File: config.mk
export PLATFORM = sky130hd
export DESIGN_NAME = nibble_serial_subtractor
export DESIGN_NICKNAME = d
export VERILOG_FILES = /design/src/rtl/sub_pkg.sv /design/src/rtl/sub4_cla.sv /design/src/rtl/nibble_serial_subtractor.sv
export SDC_FILE = /design/constraint.sdc
export NUM_CORES = 1
export LEC_CHECK = 0
export ABC_CLOCK_PERIOD_IN_PS = 3210
export CAP_MARGIN = 20
export CORE_MARGIN = 2
export CORE_UTILIZATION = 30
export CTS_CLUSTER_DIAMETER = 120
export DETAILED_ROUTE_END_ITERATION = 10
export HOLD_SLACK_MARGIN = 0.1
export SYNTH_ARGS = -nofsm -noshare
export SYNTH_HDL_FRONTEND = slang
export SYNTH_SLANG_ARGS = --single-unit
export TNS_END_PERCENT = 100
File: constraint.sdc
create_clock -name clk -period 3.21 [get_ports clk]
set_clock_uncertainty 0.2 [all_clocks]
set_input_delay 0.4815 -clock clk [delete_from_list [all_inputs] [get_ports clk]]
set_output_delay 0.4815 -clock clk [all_outputs]
set_load 0.02 [all_outputs]
File: src/rtl/sub_pkg.sv
// Shared types and constants for the nibble-serial subtractor.
package sub_pkg;

  typedef enum logic [1:0] {IDLE, BUSY, DONE} state_t;

  localparam int NIBBLE_W = 4;

  // A single-nibble datapath still needs a one-bit counter.
  function automatic int cnt_width(input int nib);
    return (nib <= 2) ? 1 : $clog2(nib);
  endfunction

endpackage

File: src/rtl/sub4_cla.sv
// Combinational 4-bit slice: d4 = a4 - b4 - bin with every borrow looked ahead from bin.
module sub4_cla (
  input  logic [3:0] a4,
  input  logic [3:0] b4,
  input  logic       bin,
  output logic [3:0] d4,
  output logic       bout
);

  logic [3:0] g;
  logic [3:0] p;
  logic [3:0] br;

  assign g = ~a4 & b4;
  assign p = ~(a4 ^ b4);

  assign br[0] = bin;
  assign br[1] = g[0] | (p[0] & bin);
  assign br[2] = g[1] | (p[1] & g[0]) | (p[1] & p[0] & bin);
  assign br[3] = g[2] | (p[2] & g[1]) | (p[2] & p[1] & g[0]) | (p[2] & p[1] & p[0] & bin);
  assign bout  = g[3] | (p[3] & g[2]) | (p[3] & p[2] & g[1]) | (p[3] & p[2] & p[1] & g[0])
               | (p[3] & p[2] & p[1] & p[0] & bin);

  assign d4 = a4 ^ b4 ^ br;

endmodule

File: src/rtl/nibble_serial_subtractor.sv
// Multi-cycle subtractor: diff = a - b - bin, one nibble per clock through a shared
// lookahead-borrow slice, with valid/ready handshakes on both sides.
module nibble_serial_subtractor
  import sub_pkg::*;
#(
  parameter int WIDTH = 16
) (
  input  logic             clk,
  input  logic             rst,
  input  logic             in_valid,
  output logic             in_ready,
  input  logic [WIDTH-1:0] a,
  input  logic [WIDTH-1:0] b,
  input  logic             bin,
  output logic             out_valid,
  input  logic             out_ready,
  output logic [WIDTH-1:0] diff,
  output logic             bout,
  output logic             zero
);

  localparam int NIB = WIDTH / NIBBLE_W;
  localparam int CW  = cnt_width(NIB);

  state_t          state;
  state_t          state_next;
  logic [CW-1:0]   cnt;
  logic [WIDTH-1:0] a_r;
  logic [WIDTH-1:0] b_r;
  logic [WIDTH-1:0] diff_next;
  logic            br;
  logic [3:0]      a4;
  logic [3:0]      b4;
  logic [3:0]      d4;
  logic            slice_bout;
  logic            accept;
  logic            last;

  assign accept = in_valid && in_ready;
  assign last   = (cnt == CW'(NIB - 1));

  sub4_cla u_slice (
    .a4   (a4),
    .b4   (b4),
    .bin  (br),
    .d4   (d4),
    .bout (slice_bout)
  );

  // The counter steers the shared slice onto nibble k and its result back into diff.
  always_comb begin
    a4        = '0;
    b4        = '0;
    diff_next = diff;
    for (int k = 0; k < NIB; k++) begin
      if (cnt == CW'(k)) begin
        a4 = a_r[k*NIBBLE_W +: NIBBLE_W];
        b4 = b_r[k*NIBBLE_W +: NIBBLE_W];
        diff_next[k*NIBBLE_W +: NIBBLE_W] = d4;
      end
    end
  end

  always_comb begin
    state_next = state;
    in_ready   = 1'b0;
    out_valid  = 1'b0;
    case (state)
      IDLE: begin
        in_ready = 1'b1;
        if (in_valid) state_next = BUSY;
      end
      BUSY: begin
        if (last) state_next = DONE;
      end
      DONE: begin
        out_valid = 1'b1;
        if (out_ready) state_next = IDLE;
      end
      default: state_next = IDLE;
    endcase
  end

  always_ff @(posedge clk or posedge rst) begin
    if (rst) begin
      state <= IDLE;
      cnt   <= '0;
      a_r   <= '0;
      b_r   <= '0;
      br    <= 1'b0;
      diff  <= '0;
      bout  <= 1'b0;
      zero  <= 1'b1;
    end else begin
      state <= state_next;
      if (accept) begin
        a_r <= a;
        b_r <= b;
        br  <= bin;
        cnt <= '0;
      end else if (state == BUSY) begin
        diff <= diff_next;
        br   <= slice_bout;
        cnt  <= cnt + 1'b1;
        // diff_next already holds the final nibble, so zero sees the complete result.
        if (last) begin
          bout <= slice_bout;
          zero <= (diff_next == '0);
        end
      end
    end
  end

endmodule

-- Yosys cells after proc, flatten, opt, wreduce, memory -nomap -nowiden
Cells that the tools add are included.
Widths: inputs -> output; s select.
- register bits after elaboration: 55
- input bits: 37
- word-level logic and storage cells: 79
- add/sub/neg operators: 1
- equal/unequal tests: 8
- muxes and demuxes: 22
- bitwise operators: 32
- reduce and logical (&&, ||, !) cells: 8
- operators with widths (cell ; number):
    $mux 4 ; 12
    $and 1x1->1 ; 16
    $logic_not 16->1 ; 1
    $mux 2 ; 5
    $or 1x1->1 ; 10
    $not 4->4 ; 2
    $xor 4x4->4 ; 2
    $eq 2x2->1 const B ; 3
    $ne 2x2->1 const B ; 3
    $pmux 2 s3 ; 1
    $reduce_and 3->1 ; 2
    $and 4x4->4 ; 1
    $eq 2x1->1 const B ; 2
    $logic_not 2->1 ; 2
    $mux 1 ; 4
    $add 2x1->2 const B ; 1
    $reduce_and 2->1 ; 1
    $reduce_bool 2->1 ; 1
    $logic_and 1x1->1 ; 1
    $not 1->1 ; 1

-- Longest topological paths before layout
- depth in word-level cells: 14
- mapped depth: 13

-- Hierarchy
Synthesis repeated with hierarchy kept, for this count alone.
- cell total of the unflattened synthesis: 245
- area total of the unflattened synthesis: 2717.6 um^2
- by module, submodules not included (module ; times used ; cells each ; area each (um^2) ; sequential area each (um^2)):
    nibble_serial_subtractor ; 1 ; 218 ; 2521.2 ; 1377.6
    sub4_cla ; 1 ; 27 ; 196.4 ; 0.0

-- Least setup slack after synthesis
Ideal clock, no wire load.
- path kind: register to register
- start: register cnt[0]
- end: register zero
- library setup time: 63 ps
- arrival time: 2610 ps
- data required time: 2947 ps
- path slack: 338 ps
- stages on the path, launching flop included: 12
- path buffers: 2
- period minus slack after synthesis: 2872 ps
- cell sequence: dfrtp_1 -> ha_1 -> buf_6 -> buf_2 -> a221oi_1 -> nor3_1 -> a21o_1 -> fa_1 -> xnor2_2 -> nand2b_1 -> o41ai_2 -> o221a_1
- cells in the longest elaborated chain, start to end: 14
- ends and longest elaborated chain (item ; line ; text):
    from (decl) ; nibble_serial_subtractor.sv:27 ; logic [CW-1:0] cnt;
    from (signal assigned) ; nibble_serial_subtractor.sv:104 ; cnt <= cnt + 1'b1;
    $logic_not 2->1 ; nibble_serial_subtractor.sv:56 ; if (cnt == CW'(k)) begin
    $mux 4 (4 in a row) ; nibble_serial_subtractor.sv:56 ;
    $xor 4x4->4 / $not 4->4 (equally long branches) ; sub4_cla.sv:15, sub4_cla.sv:24, sub4_cla.sv:14 ;
    $not 4->4 / $and 4x4->4 (equally long branches) ; sub4_cla.sv:15, sub4_cla.sv:14 ;
    $and 1x1->1 ; sub4_cla.sv:20 ; assign br[3] = g[2] | (p[2] & g[1]) | (p[2] & p[1] & g[0]) | (p[2] & p[1] & p[0] & bin);
    $or 1x1->1 / $and 1x1->1 (equally long branches) (2 in a row) ; sub4_cla.sv:20 ;
    $or 1x1->1 ; sub4_cla.sv:20 ;
    $xor 4x4->4 ; sub4_cla.sv:24 ; assign d4 = a4 ^ b4 ^ br;
    $mux 4 ; nibble_serial_subtractor.sv:56 ;
    $logic_not 16->1 ; nibble_serial_subtractor.sv:108 ; zero <= (diff_next == '0);
    to (signal assigned) ; nibble_serial_subtractor.sv:108 ;
    to (decl) ; nibble_serial_subtractor.sv:19 ; output logic zero
Several ways; a longest one is shown, not always the timed one.
A chain may end at the register's enable or synchronous reset.

-- Worst setup path in the final report
Same ends and word-level chain as after synthesis.

==> metrics.md <==
| Metric | Value |
|---|---|
| Outcome | `finished, final reports clean` |
| Flop pwr share | `30.1%` |
| GRT overflow | `0` |
| Max_slew headroom | `58.89%` |
| Placed Cells | `454` |
| Routed Wire Length | `6085 µm` |
| Synth Instances | `296` |
| Comb pwr share | `57.0%` |
| Yosys warning count | `0` |
| Hold_sp | `a_r[7]` |
| Unrepaired setup endpoints after global routing | `no` |
| H-Tree Depth | `2` |
| Worst-Margin Slew | `615.7 ps` |
| Crit start category | `register` |
| Non-Filler Instances | `462` |
| Tcrit/Tclk final | `90.99%` |
| Layout area overhead | `32.75%` |
| Mean Syn Cell Area | `8.957 µm²` |
| Vias in the first global route | `2198` |
| Reg-to-Reg Start | `cnt[0]` |
| Syn nets | `343` |
| # rows | `34` |
| Cell family with most CP delay | `compound AO/OA/AOI/OAI gates` |
| Sink Count | `55` |
| Crit path capture type | `register` |
| Crit path max fanout | `7` |
| Critical path buffer and inverter count | `1` |
| Dpl hpwl | `4579 µm` |
| Total GRT Usage | `13.70%` |
| Clock Pin Slew Worst Setup and Hold Paths | `100 ps` |
| Residual DRC | `0` |
| Cts hold-fix bufs | `0` |
| Global-route wire length before repair | `10660 µm` |
| # setup viols final | `0` |
| Critical path's slowest cell | `dfrtp_1` |
| Max Cap Viol | `0` |
| Final Instance Area | `3520 µm²` |
| Switching power | `1.775 mW` |
| PortBufs | `56` |
| Worst skew pair latency | `310 ps` |
| Largest net degree at the start of global routing | `36` |
| R2r worst-path depth | `10` |
| Routability cong. | `0.8046` |
| Iteration count of the initial detailed-routing pass | `4` |
| Crit Path Category | `register to register` |
| Setup TNS | `0 ps` |
| Initial antenna violation count | `0` |
| Synthesized area | `2651 µm²` |
| Final Net Count | `400` |
| Die width | `98.01 µm` |
| Clock Power Share | `12.9%` |
| CTS tree | `built` |
| Post-DP Area | `3354 µm²` |
| Worst hold stages | `2` |
| Antenna fix cells | `0` |
| Core Footprint | `8636 µm²` |
| F_max | `342.4 MHz` |
| R2r setup slk | `290 ps` |
| Drt initial violations | `86` |
| Ports | `57` |
| Reg-to-reg endpoint | `zero` |
| Commonest non-fill, non-tap cell in the layout | `nand2_1` |
| Net Sw Frac | `42.57%` |
| Period minus WS final | `2921 ps` |
| Post-DRT Antenna Nets | `0` |
| Leak | `1.634 nW` |
| Die Height | `98.01 µm` |
| Worst hold path endpoint | `a_r[7]` |
| Worst-path cell chain | `inv_1 > ha_1 > a221oi_1 > nor3_1 > a21o_1 > fa_1 > xnor2_2 > nand2b_1 > o41ai_2 > o221a_1` |
| Root buffer cell | `clkbuf_8` |
| Crit path largest cell delay | `470 ps` |
| Initial Util | `30.70%` |
| HP Class | `register to register` |
| Vias post-DR | `2150` |
| Max rail drop VDD | `0.4981 mV` |
| Power Density | `1184 nW/µm²` |
| WL per Instance | `13.17 µm` |
| Flop and latch count out of synthesis | `55` |
| Die ar. | `9606 µm²` |
| Worst EP required | `3270 ps` |
| Longest Clk Path Bufs | `2` |
| Seq/Total Area, Yosys | `51.96%` |
| Int Power | `2.394 mW` |
| Most frequent cells in the layout | `nand2_1 (122), clkdlybuf4s50_1 (56), dfrtp_1 (54)` |
| CTS Buf Count | `5` |
| Critical Path AT | `2980 ps` |
| Synth cell types | `33` |
| Layout cells sized above 1 | `8.475%` |
| DR vias/cell | `4.654` |
| Final Hold Viols | `0` |
| Slew Viols, Final | `0` |
through the flow:
stage               power, mW  hold slack [ps]  util, %  setup slack (ps)
floorplan               2.757            237.9        -             337.6
global placement        3.533            262.7    38.84             161.4
detailed placement      3.585            264.8    38.84             65.80
CTS                     4.132            288.2    40.38             36.52
global route            4.573            317.4    40.76             55.58
finish                  4.169            284.3    40.76             289.4
how the worst max path moves through the flow:
stage / start / to / slack [ps] / depth (start not counted)
6_report: cnt[0] / zero / 290 / 10
5_1_grt: cnt[0] / zero / 60 / 10
4_1_cts: cnt[1] / zero / 40 / 12
3_5_place_dp: cnt[1] / diff[15] / 70 / 11
3_3_place_gp: cnt[1] / zero / 160 / 12
2_1_floorplan: cnt[0] / zero / 340 / 11
final cells by class:
type / count / area [µm²]
Clock buffer: 6 / 72.57
Clock inverter: 2 / 60.06
Fill cell: 893 / 5116
Inverter: 5 / 18.77
Multi-Input combinational cell: 222 / 1222
Sequential cell: 55 / 1378
Tap cell: 108 / 135.1
Timing Repair Buffer: 64 / 633.1
synth_stat cells (all sizes together):
library cell  instances  area, µm²
nand3                 1      5.000
nand2               122      457.9
nor2                  2      7.510
a221oi                5      43.79
xnor2                 2      25.03
o22ai                 1      6.260
nand2b                3      18.77
o21bai                1      11.26
nor4                  3      18.77
a21oi                15      75.07
o31ai                 1      7.510
buf                  10      56.30
o41ai                 2      25.03
nand3b                4      30.03
fa                    1      20.02
nor3b                 1      12.51
clkbuf                4      15.01
a211oi                1      7.510
ha                    9      112.6
and2b                 1      7.510
inv                   5      18.77
o21ai                21      105.1
dfstp                 1      26.28
xor2                  1      8.760
dfrtp                54       1351
nor3                  6      30.03
mux2                  4      45.04
o221a                 1      11.26
a21o                  3      22.52
nor2b                11      68.82
timing repair:
item,CTS,global route
resized for setup,0,6
endpoints found under the setup margin,0,11
setup buffers,0,0
sequential cells by signal, summed over array words and instances (netlist names):
register,cells
b_r,16
diff,16
state,2
zero,1
br,1
a_r,16
bout,1
cnt,2
metal layers:
metal | vias to the layer above | part of all wire (%) | GRT usage, %
li1 | 1087 | - | -
met2 | 52 | 45 | 21.81
met1 | 1006 | 49 | 19.18
met4 | 0 | 0.72 | 3.205
met3 | 5 | 4.7 | 3.006
met5 | - | 0 | 0
power groups by stage:
stage / clock [mW] / sequential, mW / combinational (mW)
CTS: 0.551 / 1.26 / 2.32
finish: 0.537 / 1.26 / 2.38
detailed placement: 0 / 1.27 / 2.31
floorplan: 0 / 1.32 / 1.44
global placement: 0 / 1.26 / 2.27
global route: 0.581 / 1.31 / 2.68
cells by family after synthesis:
| kind of cell | count (synthesis) | synth area share, % |
|---|---|---|
| adders and majority gates | 10 | 5.002 |
| buffers and inverters | 19 | 3.398 |
| DFF | 55 | 51.96 |
| AOI/OAI and AO/OA | 51 | 11.89 |
| muxes | 4 | 1.699 |
| and+or+nand+nor | 154 | 24.78 |
| xor gates and xnor gates | 3 | 1.274 |
tightest hold or removal path, cell delays in order, from the launching register on:
cell     delay (ps)
dfrtp_1         350
nand2_1          50
nand2_1          50
No activity file was read; power rests on OpenSTA's default activity.
